`src/rtl/sd_sdram_copy_pkg.sv`:
```
// Shared definitions for the SD-to-SDRAM copy sequencer.
//   - copy_state_e       : sequencer states
//   - WORDS_PER_SEC_DEF  : default 16-bit words per 512-byte sector
//   - TIMEOUT_CYCLES_DEF : default no-progress watchdog limit (clk_sd cycles)
//   - WCNT_W             : width of the per-sector word counter
package sd_sdram_copy_pkg;

  localparam int unsigned WORDS_PER_SEC_DEF  = 256;
  localparam int unsigned TIMEOUT_CYCLES_DEF = 2_000_000;
  localparam int unsigned WCNT_W             = 9;

  typedef enum logic [2:0] {
    ST_IDLE,
    ST_LOAD,
    ST_ISSUE,
    ST_XFER,
    ST_NEXT,
    ST_DONE,
    ST_ERROR
  } copy_state_e;

endpackage

```
`src/rtl/sd_sdram_copy_ctrl_watchdog.sv`:
```
// copy_watchdog: loadable no-progress down-counter.
//   clk_i     : clock
//   rst_i     : synchronous active-high reset (counter to 0)
//   clear_i   : reload to LIMIT-1 (takes priority over enable_i)
//   enable_i  : count down one step per cycle, saturating at 0
//   expired_o : counter has reached 0; after a clear, this happens once
//               enable_i has been high for LIMIT cycles
module copy_watchdog #(
  parameter int unsigned LIMIT = 2_000_000
) (
  input  logic clk_i,
  input  logic rst_i,
  input  logic clear_i,
  input  logic enable_i,
  output logic expired_o
);

  localparam int unsigned     CNT_W    = (LIMIT > 1) ? $clog2(LIMIT) : 1;
  localparam logic [CNT_W-1:0] LOAD_VAL = CNT_W'(LIMIT - 1);

  logic [CNT_W-1:0] cnt_q, cnt_d;

  always_comb begin
    cnt_d = cnt_q;
    if (clear_i) begin
      cnt_d = LOAD_VAL;
    end else if (enable_i && (cnt_q != '0)) begin
      cnt_d = cnt_q - CNT_W'(1);
    end
  end

  always_ff @(posedge clk_i) begin
    if (rst_i) begin
      cnt_q <= '0;
    end else begin
      cnt_q <= cnt_d;
    end
  end

  assign expired_o = (cnt_q == '0);

endmodule

```
`src/rtl/sd_sdram_copy_ctrl.sv`:
```
// sd_sdram_copy_ctrl: copies sec_count consecutive SD sectors, starting at
// sec_addr_base, into the SDRAM write FIFO. Each 16-bit SD read word is
// forwarded with one registered cycle of latency.
// Optional feature: define COPY_CHECKSUM_EN to add the `checksum` output
// (16-bit wrap-around sum of all forwarded words of the job).
// Ports:
//   clk_sd, reset                 : clock, synchronous active-high reset
//   start, sec_addr_base, sec_count : job request and its parameters
//   sd_init_done, sdram_init_done : start is accepted only when both are 1
//   sd_rd_busy/en/data            : SD controller read port (inputs)
//   sd_rd_start_en, sd_rd_sec_addr: SD read request and sector address
//   sdram_wr_load/en/data         : SDRAM write FIFO control and data
//   busy, done, error, sec_done   : job status
module sd_sdram_copy_ctrl
  import sd_sdram_copy_pkg::*;
#(
  parameter int unsigned WORDS_PER_SEC  = WORDS_PER_SEC_DEF,
  parameter int unsigned TIMEOUT_CYCLES = TIMEOUT_CYCLES_DEF
) (
  input  logic        clk_sd,
  input  logic        reset,
  input  logic        start,
  input  logic [31:0] sec_addr_base,
  input  logic [15:0] sec_count,
  input  logic        sd_init_done,
  input  logic        sdram_init_done,
  input  logic        sd_rd_busy,
  input  logic        sd_rd_en,
  input  logic [15:0] sd_rd_data,
  output logic        sd_rd_start_en,
  output logic [31:0] sd_rd_sec_addr,
  output logic        sdram_wr_load,
  output logic        sdram_wr_en,
  output logic [15:0] sdram_wr_data,
  output logic        busy,
  output logic        done,
  output logic        error,
  output logic [15:0] sec_done
`ifdef COPY_CHECKSUM_EN
  ,
  output logic [15:0] checksum
`endif
);

  localparam logic [WCNT_W-1:0] WORDS_LIM = WCNT_W'(WORDS_PER_SEC);

  copy_state_e       state_q, state_d;
  logic [31:0]       addr_q;
  logic [15:0]       count_q;
  logic [15:0]       sec_done_q;
  logic [WCNT_W-1:0] wcnt_q;
  logic [WCNT_W-1:0] wcnt_inc;
  logic              error_q;
  logic              wr_en_q;
  logic [15:0]       wr_data_q;
  logic              accept;
  logic              overflow;
  logic              fwd;
  logic              wd_clear, wd_enable, wd_expired;

  assign accept   = (state_q == ST_IDLE) && start && sd_init_done && sdram_init_done;
  // A word arriving when the sector is already full is an error, not data.
  assign overflow = (state_q == ST_XFER) && sd_rd_en && (wcnt_q == WORDS_LIM);
  assign fwd      = (state_q == ST_XFER) && sd_rd_en && (wcnt_q != WORDS_LIM);
  // Count the word of this cycle before judging a busy fall in the same cycle.
  assign wcnt_inc = wcnt_q + WCNT_W'(sd_rd_en);

  assign wd_enable = (state_q == ST_ISSUE) || (state_q == ST_XFER);
  assign wd_clear  = (state_d != state_q) || sd_rd_en;

  copy_watchdog #(
    .LIMIT(TIMEOUT_CYCLES)
  ) u_watchdog (
    .clk_i    (clk_sd),
    .rst_i    (reset),
    .clear_i  (wd_clear),
    .enable_i (wd_enable),
    .expired_o(wd_expired)
  );

  always_comb begin
    state_d = state_q;
    unique case (state_q)
      ST_IDLE:  if (accept) state_d = ST_LOAD;
      ST_LOAD:  state_d = (count_q == '0) ? ST_DONE : ST_ISSUE;
      ST_ISSUE: begin
        if (sd_rd_busy)      state_d = ST_XFER;
        else if (wd_expired) state_d = ST_ERROR;
      end
      ST_XFER: begin
        if (overflow)                    state_d = ST_ERROR;
        else if (!sd_rd_busy)            state_d = (wcnt_inc == WORDS_LIM) ? ST_NEXT : ST_ERROR;
        else if (wd_expired && !sd_rd_en) state_d = ST_ERROR;
      end
      ST_NEXT:  state_d = ((sec_done_q + 16'd1) == count_q) ? ST_DONE : ST_ISSUE;
      ST_DONE:  state_d = ST_IDLE;
      ST_ERROR: state_d = ST_IDLE;
      default:  state_d = ST_IDLE;
    endcase
  end

  always_ff @(posedge clk_sd) begin
    if (reset) begin
      state_q    <= ST_IDLE;
      addr_q     <= '0;
      count_q    <= '0;
      sec_done_q <= '0;
      wcnt_q     <= '0;
      error_q    <= 1'b0;
      wr_en_q    <= 1'b0;
      wr_data_q  <= '0;
    end else begin
      state_q <= state_d;
      wr_en_q <= fwd;
      if (fwd) wr_data_q <= sd_rd_data;

      if (accept) begin
        addr_q     <= sec_addr_base;
        count_q    <= sec_count;
        sec_done_q <= '0;
        error_q    <= 1'b0;
      end

      if ((state_q == ST_LOAD) || (state_q == ST_NEXT)) begin
        wcnt_q <= '0;
      end else if (fwd) begin
        wcnt_q <= wcnt_q + WCNT_W'(1);
      end

      if (state_q == ST_NEXT) begin
        sec_done_q <= sec_done_q + 16'd1;
        addr_q     <= addr_q + 32'd1;
      end

      // Set on the edge that enters ERROR so the flag rises with that state.
      if (state_d == ST_ERROR) error_q <= 1'b1;
    end
  end

`ifdef COPY_CHECKSUM_EN
  logic [15:0] sum_q;

  always_ff @(posedge clk_sd) begin
    if (reset) begin
      sum_q <= '0;
    end else if (accept) begin
      sum_q <= '0;
    end else if (fwd) begin
      sum_q <= sum_q + sd_rd_data;
    end
  end

  assign checksum = sum_q;
`endif

  assign sd_rd_start_en = (state_q == ST_ISSUE);
  assign sd_rd_sec_addr = addr_q;
  assign sdram_wr_load  = (state_q == ST_LOAD);
  assign sdram_wr_en    = wr_en_q;
  assign sdram_wr_data  = wr_data_q;
  assign busy           = (state_q != ST_IDLE);
  assign done           = (state_q == ST_DONE);
  assign error          = error_q;
  assign sec_done       = sec_done_q;

endmodule

```
`config.mk`:
```
export PLATFORM = sky130hd
export DESIGN_NAME = sd_sdram_copy_ctrl
export DESIGN_NICKNAME = d
export VERILOG_FILES = /design/src/rtl/sd_sdram_copy_pkg.sv /design/src/rtl/sd_sdram_copy_ctrl_watchdog.sv /design/src/rtl/sd_sdram_copy_ctrl.sv
export SDC_FILE = /design/constraint.sdc
export NUM_CORES = 1
export LEC_CHECK = 0
export CORE_MARGIN = 2
export CORE_UTILIZATION = 45
export CTS_BUF_LIST = sky130_fd_sc_hd__clkbuf_16
export DETAILED_ROUTE_END_ITERATION = 8
export GPL_ROUTABILITY_DRIVEN = 0
export PLACE_DENSITY_LB_ADDON = 0.3
export SLEW_MARGIN = 20
export SYNTH_ARGS = -nofsm -noshare
export SYNTH_HDL_FRONTEND = slang
export SYNTH_SLANG_ARGS = --single-unit
```
`constraint.sdc`:
```
create_clock -name clk_sd -period 4.6 [get_ports clk_sd]
set_clock_uncertainty 0.15 [all_clocks]
set_input_delay 0.92 -clock clk_sd [delete_from_list [all_inputs] [get_ports clk_sd]]
set_output_delay 0.92 -clock clk_sd [all_outputs]
set_load 0.01 [all_outputs]
```
==> results_dict.tcl, run 1 <==
set metrics [dict create \
    required_ps 3530 \
    die_w_um 120 \
    routed_via_density 5.70 \
    cp-start-kind "flip-flop" \
    synth_edf_count 0 \
    synth-compound-area-share_pct 18.6 \
    fillers 1235 \
    clkSlewWorstSetupHoldPaths_ps 50 \
    arrival_ps 2300 \
    synth_top_family_by_area "simple AND/OR/NAND/NOR gates" \
    synthesis.area_um2 6090 \
    fin_total_pwr_w 0.00282 \
    muxShareOfSynthArea_pct 0.904 \
    antennaDiodeCount 0 \
    drc_errors 0 \
    ys_ff_latch 115 \
    synth_flop_cell "dfxtp_1" \
    die-area_um2 14500 \
    drt_pass1_iterations 5 \
    numCtsBuffers 17 \
    synthXorXnorAreaFrac_pct 6.61 \
    synth-async-reset-ratio_pct 0 \
    pre_cts_ws_ps 1110 \
    syn_nets 869 \
    synth-seq-area-share_pct 37.8 \
    placed_cell_area_um2 7550 \
    root_buffer "clkbuf_16" \
    finalSetupViolations 0 \
    vias 6230 \
    antenna_found_initial 0 \
    grt_pass1_vias 5809 \
    cts_buffer_depth 2 \
    tightestPinTransition_ps 1080 \
    critPathMaxStageDelay_ps 660 \
    multi_input_area_um2 3550 \
    postCtsSetupBuffers 0 \
    routed_wirelength_um 17000 \
    crit_type "flip-flop to primary output" \
    post-dp-hpwl_um 11500 \
    worst_skew_pair.late_latency_ps 420 \
    final_common_cell "clkdlybuf4s50_1" \
    gr-total-overflow 0 \
    p_leak_nw 2.76 \
    netlist_top_cells_area "dfxtp_1, nand2_1, a21oi_1" \
    cts_tree "built" \
    seqCellArea_um2 2300 \
    final_cell_area_um2 8170 \
    clkSinkCount 115 \
    crit_path_top_delay_cell "dfxtp_1" \
    cts_hold_buffers 0 \
    hp-class "flip-flop to flip-flop" \
    drive_gt1_share_pct 5.78 \
    syn_area_per_cell_um2 7.70 \
    grt_first_pass_wirelength_um 28400 \
    route.met2.wl_um 7750 \
    fmax_ghz 0.297 \
    path_cells "inv_1, nor3_1, clkdlybuf4s50_1" \
    powerDensity_nw_per_um2 344 \
    slew_violations 0 \
    slew_headroom_pct 27.7 \
    die_y_um 120 \
    wl_per_cell_um 15.6 \
    finalCritPeriodShare_pct 73.3 \
    cp_max_fo 16 \
    rsz0062_at_grt "no" \
    stdcell_count 1093 \
    port_buffers 140 \
    cap_violations 0 \
    top_layer_used "met4" \
    yosys.area.top_type_share_pct 37.8 \
    wl_met3_um 1060 \
    grt_usage_pct 24.2 \
    area_delta_synth_final_pct 34.2 \
    status "finished, final reports clean" \
    cp-end-kind "primary output" \
    start_util_pct 46.0 \
    wl_met1_um 7930 \
    final.setup.tns_ps 0 \
    synth_largest_area_cell "dfxtp_1" \
    synth_cell_types 68 \
    cts-resized-gates 0 \
    drt_iter0_drc 518 \
    detail-route-antenna-nets 0 \
    num-nets-final 983 \
    hold_viol_final 0 \
    htree_levels 4 \
    io_pins 141 \
    postSynthCellCount 791 \
    num_rows 42 \
    timing.final.ws_setup_ps 1230 \
    synth_adder_area_share_pct 1.44 \
    fin_crit_ps 3370 \
    yosys.area_share.simple_pct 30.6 \
    ir_drop_mv 0.209 \
    yosysWarnings 0 \
    grt_max_degree 69 \
    core-area_um2 13200 \
    dp_cells 1062 \
    layout_common_cells "clkdlybuf4s50_1, nand2_1, dfxtp_1, a21oi_1, nor2_1" \
]
power by group:
group	internal [W]	leakage [nW]	switching, W
clock	0.000945	0.308	0.000457
combinational	0.000166	1.51	0.000161
sequential	0.00104	0.935	0.0000502
total	0.00215	2.76	0.000668
flip-flops by register name, indices dropped and copies added (netlist names):
signal            count
sd_rd_sec_addr       32
u_watchdog.cnt_q     21
count_q              16
sdram_wr_data        16
sec_done             16
wcnt_q                9
state_q               3
error                 1
sdram_wr_en           1
logic make-up (layout without fill, tap and decap cells):
kind of cell / Yosys count / in the layout
fa+ha+maj: 7 / 7
simple gates: 373 / 373
buf+inv: 60 / 186
compound gates: 185 / 185
xor+xnor: 46 / 46
mux: 5 / 5
flops: 115 / 115
final timing paths:
check	from	endpoint	depth (start not counted)	slack, ps
worst max-delay path	state_q[0]	sdram_wr_load	3	1230
worst min-delay path	sdram_wr_data[3]	sdram_wr_data[3]	2	300
worst max register to register	sec_done[0]	state_q[0]	7	1550
worst min register to register	sdram_wr_data[3]	sdram_wr_data[3]	2	300
critical path: cells and delay by family (launching register included):
kind / cells / cell delay (ps)
flops: 1 / 660
simple gates: 1 / 400
buf+inv: 2 / 830
synthesized netlist by cell type (all sizes together) (6+ instances only):
library cell and instances:
nor2 73, nor4 22, and3 10, dfxtp 115
o21ai 33, o21bai 6, a211oi 11, nand3 27
nand4 19, buf 10, xor2 22, a21oi 87
nand2 123, or4 7, nor3 37, ha 7
or3 14, xnor2 24, nor3b 7, inv 8
clkbuf 42, and4 7
routing by layer:
metal,global-route usage (%),vias to the layer above
met4,8.43,0
li1,-,3089
met3,5.71,24
met1,32.9,2928
met5,0,-
met2,37.5,189
final cells by class:
cell class                 instances  area share [%]
clock buffer                      17            5.21
clock inverter                    14            2.36
inverter                           8           0.367
multi-input combinational        616            43.4
sequential                       115            28.2
tap                              176            2.69
timing repair buffer             147            17.8
metrics by stage:
step	hold WS, ps	utilization [%]
after floorplan	294	-
after global placement	291	57.0
after detailed placement	297	57.0
after CTS	305	61.7
after global routing	327	61.7
final	302	61.7
Power figures use the tool's default switching activity.
==> run 2: changes to the inputs <==
==> constraint.sdc (replaced) <==
create_clock -name clk_sd -period 3.3 [get_ports clk_sd]
set_clock_uncertainty 0.15 [all_clocks]
set_input_delay 0.66 -clock clk_sd [delete_from_list [all_inputs] [get_ports clk_sd]]
set_output_delay 0.66 -clock clk_sd [all_outputs]
set_load 0.01 [all_outputs]
==> results_dict.tcl, run 2 (synthesis gave the netlist of run 1 again) <==
set metrics [dict create \
    grt_max_degree 60 \
    drc_errors 0 \
    slew_headroom_pct 49.1 \
    hp-class "flip-flop to flip-flop" \
    p_seq_share_pct 39.1 \
    tightestPinTransition_ps 761 \
    power_frac_clock_pct 48.5 \
    combPwrFrac_pct 12.4 \
    placed_cell_area_um2 7650 \
    core-area_um2 13200 \
    finalSetupViolations 0 \
    slew_violations 0 \
    critPathMaxStageDelay_ps 530 \
    wl_per_cell_um 16.0 \
    stdcell_count 1105 \
    p_sw_w 0.000935 \
    cts_hold_buffers 0 \
    cts_tree "built" \
    grt_first_pass_wirelength_um 29100 \
    path_delay_family "simple AND/OR/NAND/NOR gates" \
    rsz0062_at_grt "no" \
    fillers 1219 \
    area_delta_synth_final_pct 35.3 \
    start_util_pct 46.0 \
    port_buffers 140 \
    cp-start-kind "flip-flop" \
    seqCellArea_um2 2300 \
    fmax_ghz 0.347 \
    fin_crit_ps 2890 \
    cts_buffer_depth 2 \
    crit_type "flip-flop to flip-flop" \
    largest_register_ffs 32 \
    routed_wirelength_um 17700 \
    num_rows 42 \
    die_y_um 120 \
    gr-total-overflow 0 \
    arrival_ps 3080 \
    path_cells "nand4_2, nor4b_1, o311ai_1, a2111oi_2, or4b_1, a41oi_1" \
    clkSlewWorstSetupHoldPaths_ps 50 \
    die_w_um 120 \
    antennaDiodeCount 0 \
    final_common_cell "clkdlybuf4s50_1" \
    num-nets-final 994 \
    cp-end-kind "flip-flop" \
    fin_total_pwr_w 0.00386 \
    swShare_pct 24.2 \
    detail-route-antenna-nets 0 \
    drive_gt1_share_pct 7.10 \
    clkSinkCount 115 \
    dp_cells 1073 \
    worst_skew_pair.late_latency_ps 420 \
    hold_viol_final 0 \
    postCtsSetupBuffers 0 \
    grt_usage_pct 25.0 \
    internal_power_w 0.00292 \
    crit_buf_inv 0 \
    root_buffer "clkbuf_16" \
    vias 6313 \
    final.setup.tns_ps 0 \
    cp_max_fo 12 \
    drt_pass1_iterations 5 \
    powerDensity_nw_per_um2 468 \
    p_leak_nw 2.81 \
    ir_drop_mv 0.347 \
    routed_via_density 5.71 \
    final_cell_area_um2 8250 \
    io_pins 141 \
    numCtsBuffers 17 \
    cap_violations 0 \
    htree_levels 4 \
    required_ps 3490 \
    post-dp-hpwl_um 11900 \
    status "finished, final reports clean" \
    finalCritPeriodShare_pct 87.4 \
    drt_iter0_drc 531 \
    cts-resized-gates 0 \
    multi_input_area_um2 3550 \
    crit_path_top_delay_cell "or4b_1" \
    antenna_found_initial 0 \
    layout_common_cells "clkdlybuf4s50_1, nand2_1, dfxtp_1, a21oi_1, nor2_1" \
    die-area_um2 14500 \
    grt_pass1_vias 5812 \
]
==> run 2: final cells by class <==
type,instances,area share [%]
multi-input combinational,616,43.1
sequential,115,27.9
timing repair buffer,158,18.8
clock buffer,17,5.16
tap,176,2.67
clock inverter,15,2.06
inverter,8,0.364
==> run 2: final timing paths <==
kind | cells past startpoint | from | to | slack [ps]
setup / recovery | 6 | sec_done[3] | state_q[0] | 410
setup reg to reg | 6 | sec_done[3] | state_q[0] | 410
hold / removal | 2 | sdram_wr_data[9] | sdram_wr_data[9] | 300
hold reg to reg | 2 | sdram_wr_data[9] | sdram_wr_data[9] | 300
==> run 2: routing by layer <==
layer | GRT usage [%] | share of wire (%)
met1 | 32.9 | 45
met2 | 39.9 | 46
met3 | 6.75 | 6.8
met4 | 7.92 | 1.6
met5 | 0 | 0
==> run 2: worst reg2reg max path, delay by kind of cell, from the launching register on <==
kind | cells | cell delay, ps
AOI/OAI and AO/OA | 3 | 800
DFF | 1 | 510
and+or+nand+nor | 3 | 1350
==> run 2: per-stage QoR <==
stage          util [%]  hold WS (ps)  setup WS (ps)
2_1_floorplan         -           294            608
3_3_place_gp       57.8           292            465
3_5_place_dp       57.8           296            442
4_1_cts            62.3           304            452
5_1_grt            62.3           325            262
6_report           62.3           302            415
==> run 2: power by group through the flow <==
stage / clock network [W] / logic [W] / registers (W)
after floorplan: 0 / 0.000248 / 0.00153
after global placement: 0 / 0.000471 / 0.00153
after detailed placement: 0 / 0.000475 / 0.00154
after CTS: 0.00190 / 0.000479 / 0.00151
after global routing: 0.00197 / 0.000523 / 0.00152
final: 0.00187 / 0.000479 / 0.00151
==> run 3: changes to the inputs <==
--- a/config.mk
+++ b/config.mk
@@ -5,7 +5,6 @@
 export SDC_FILE = /design/constraint.sdc
 export NUM_CORES = 1
 export LEC_CHECK = 0
-export CORE_MARGIN = 2
 export CORE_UTILIZATION = 45
 export CTS_BUF_LIST = sky130_fd_sc_hd__clkbuf_16
 export DETAILED_ROUTE_END_ITERATION = 8
==> results_dict.tcl, run 3 (synthesis gave the netlist of run 1 again) <==
set metrics [dict create \
    slew_violations 0 \
    cp-end-kind "flip-flop" \
    grt_max_degree 47 \
    fmax_ghz 0.349 \
    die_y_um 118 \
    drc_errors 0 \
    area_delta_synth_final_pct 33.9 \
    path_cells "nand4_2, nor4b_1, o311ai_1, a2111oi_2, or4b_1, a41oi_1" \
    cp_max_fo 12 \
    wl_per_cell_um 15.6 \
    crit_path_top_delay_cell "or4b_1" \
    pre_cts_ws_ps 441 \
    die_w_um 118 \
    start_util_pct 46.0 \
    antenna_found_initial 0 \
    postCtsSetupBuffers 0 \
    num_rows 42 \
    num-nets-final 993 \
    powerDensity_nw_per_um2 439 \
    htree_levels 4 \
    cts_tree "built" \
    io_pins 141 \
    finalCritPeriodShare_pct 86.7 \
    hold_viol_final 0 \
    cp-start-kind "flip-flop" \
    drive_gt1_share_pct 6.37 \
    drt_iter0_drc 464 \
    final.setup.tns_ps 0 \
    drt_pass1_iterations 5 \
    grt_usage_pct 24.8 \
    post-dp-hpwl_um 11900 \
    layout_common_cells "clkdlybuf4s50_1, nand2_1, dfxtp_1, a21oi_1, nor2_1" \
    vias 6311 \
    ir_drop_mv 0.273 \
    finalSetupViolations 0 \
    p_leak_nw 2.77 \
    final_common_cell "clkdlybuf4s50_1" \
    gr-total-overflow 0 \
    fin_crit_ps 2860 \
    worst_skew_pair.late_latency_ps 420 \
    critPathMaxStageDelay_ps 520 \
    cap_violations 0 \
    routed_wirelength_um 17200 \
    port_buffers 140 \
    core-area_um2 13200 \
    arrival_ps 3050 \
    detail-route-antenna-nets 0 \
    grt_pass1_vias 5744 \
    clkSinkCount 115 \
    clkSlewWorstSetupHoldPaths_ps 50 \
    cts_hold_buffers 0 \
    hp-class "flip-flop to flip-flop" \
    die-area_um2 14000 \
    required_ps 3490 \
    largest_register_ffs 32 \
    cts_buffer_depth 2 \
    slew_headroom_pct 48.1 \
    routed_via_density 5.73 \
    path_delay_family "simple AND/OR/NAND/NOR gates" \
    status "finished, final reports clean" \
    cts-resized-gates 0 \
    tightestPinTransition_ps 777 \
    rsz0062_at_grt "no" \
    antennaDiodeCount 0 \
    numCtsBuffers 17 \
    crit_type "flip-flop to flip-flop" \
    grt_first_pass_wirelength_um 28100 \
    root_buffer "clkbuf_16" \
    crit_buf_inv 0 \
    timing.final.ws_setup_ps 438 \
]
[run 3: cell count changes in the layout (fill, tap and decap cells not counted)]
cell,delta
bufinv_16,-3
clkinv_2,-3
inv_1,+3
buf_12,+1
buf_4,-2
clkinv_1,+1
[run 3: layer usage]
| layer | GRT usage (%) | routed length, µm |
|---|---|---|
| met5 | 0 | 0 |
| met3 | 5.79 | 1120 |
| met4 | 9.21 | 292 |
| met1 | 32.5 | 7740 |
| met2 | 39.7 | 8010 |
[run 3: tightest hold or removal path: stages, from the launching register on]
cell and delay [ps]:
dfxtp_1 300, nand2_1 50, a21oi_1 50
[run 3: final timing paths]
kind	to	cells past startpoint	slack, ps	from
worst max register to register	state_q[0]	6	440	sec_done[3]
worst max-delay path	state_q[0]	6	440	sec_done[3]
worst min-delay path	sdram_wr_data[5]	2	300	sdram_wr_data[5]
worst min register to register	sdram_wr_data[5]	2	300	sdram_wr_data[5]
[run 3: layout make-up]
| cell class | instances | area, µm² |
|---|---|---|
| multi-input combinational | 616 | 3550 |
| sequential | 115 | 2300 |
| timing repair buffer | 157 | 1550 |
| clock inverter | 13 | 80.1 |
| tap | 176 | 220 |
| fill | 1238 | 5080 |
| inverter | 8 | 30.0 |
| clock buffer | 17 | 425 |
[run 3: report_power, final]
group / total, W / internal [W] / leakage (nW) / switching (W)
clock: 0.00159 / 0.000992 / 0.263 / 0.000600
combinational: 0.000480 / 0.000243 / 1.57 / 0.000237
sequential: 0.00151 / 0.00145 / 0.935 / 0.0000636
[run 3: stage by stage]
stage / utilization (%) / area [µm²] / hold WS [ps] / cells / total power (W)
5_1_grt: 61.6 / 8160 / 318 / 1102 / 0.00373
3_5_place_dp: 57.8 / 7650 / 296 / 1072 / 0.00201
6_report: 61.6 / 8160 / 301 / 1102 / 0.00358
3_3_place_gp: 57.8 / 7650 / 291 / 1072 / 0.00201
2_1_floorplan: - / 6090 / 294 / 791 / 0.00178
4_1_cts: 61.6 / 8160 / 303 / 1102 / 0.00361
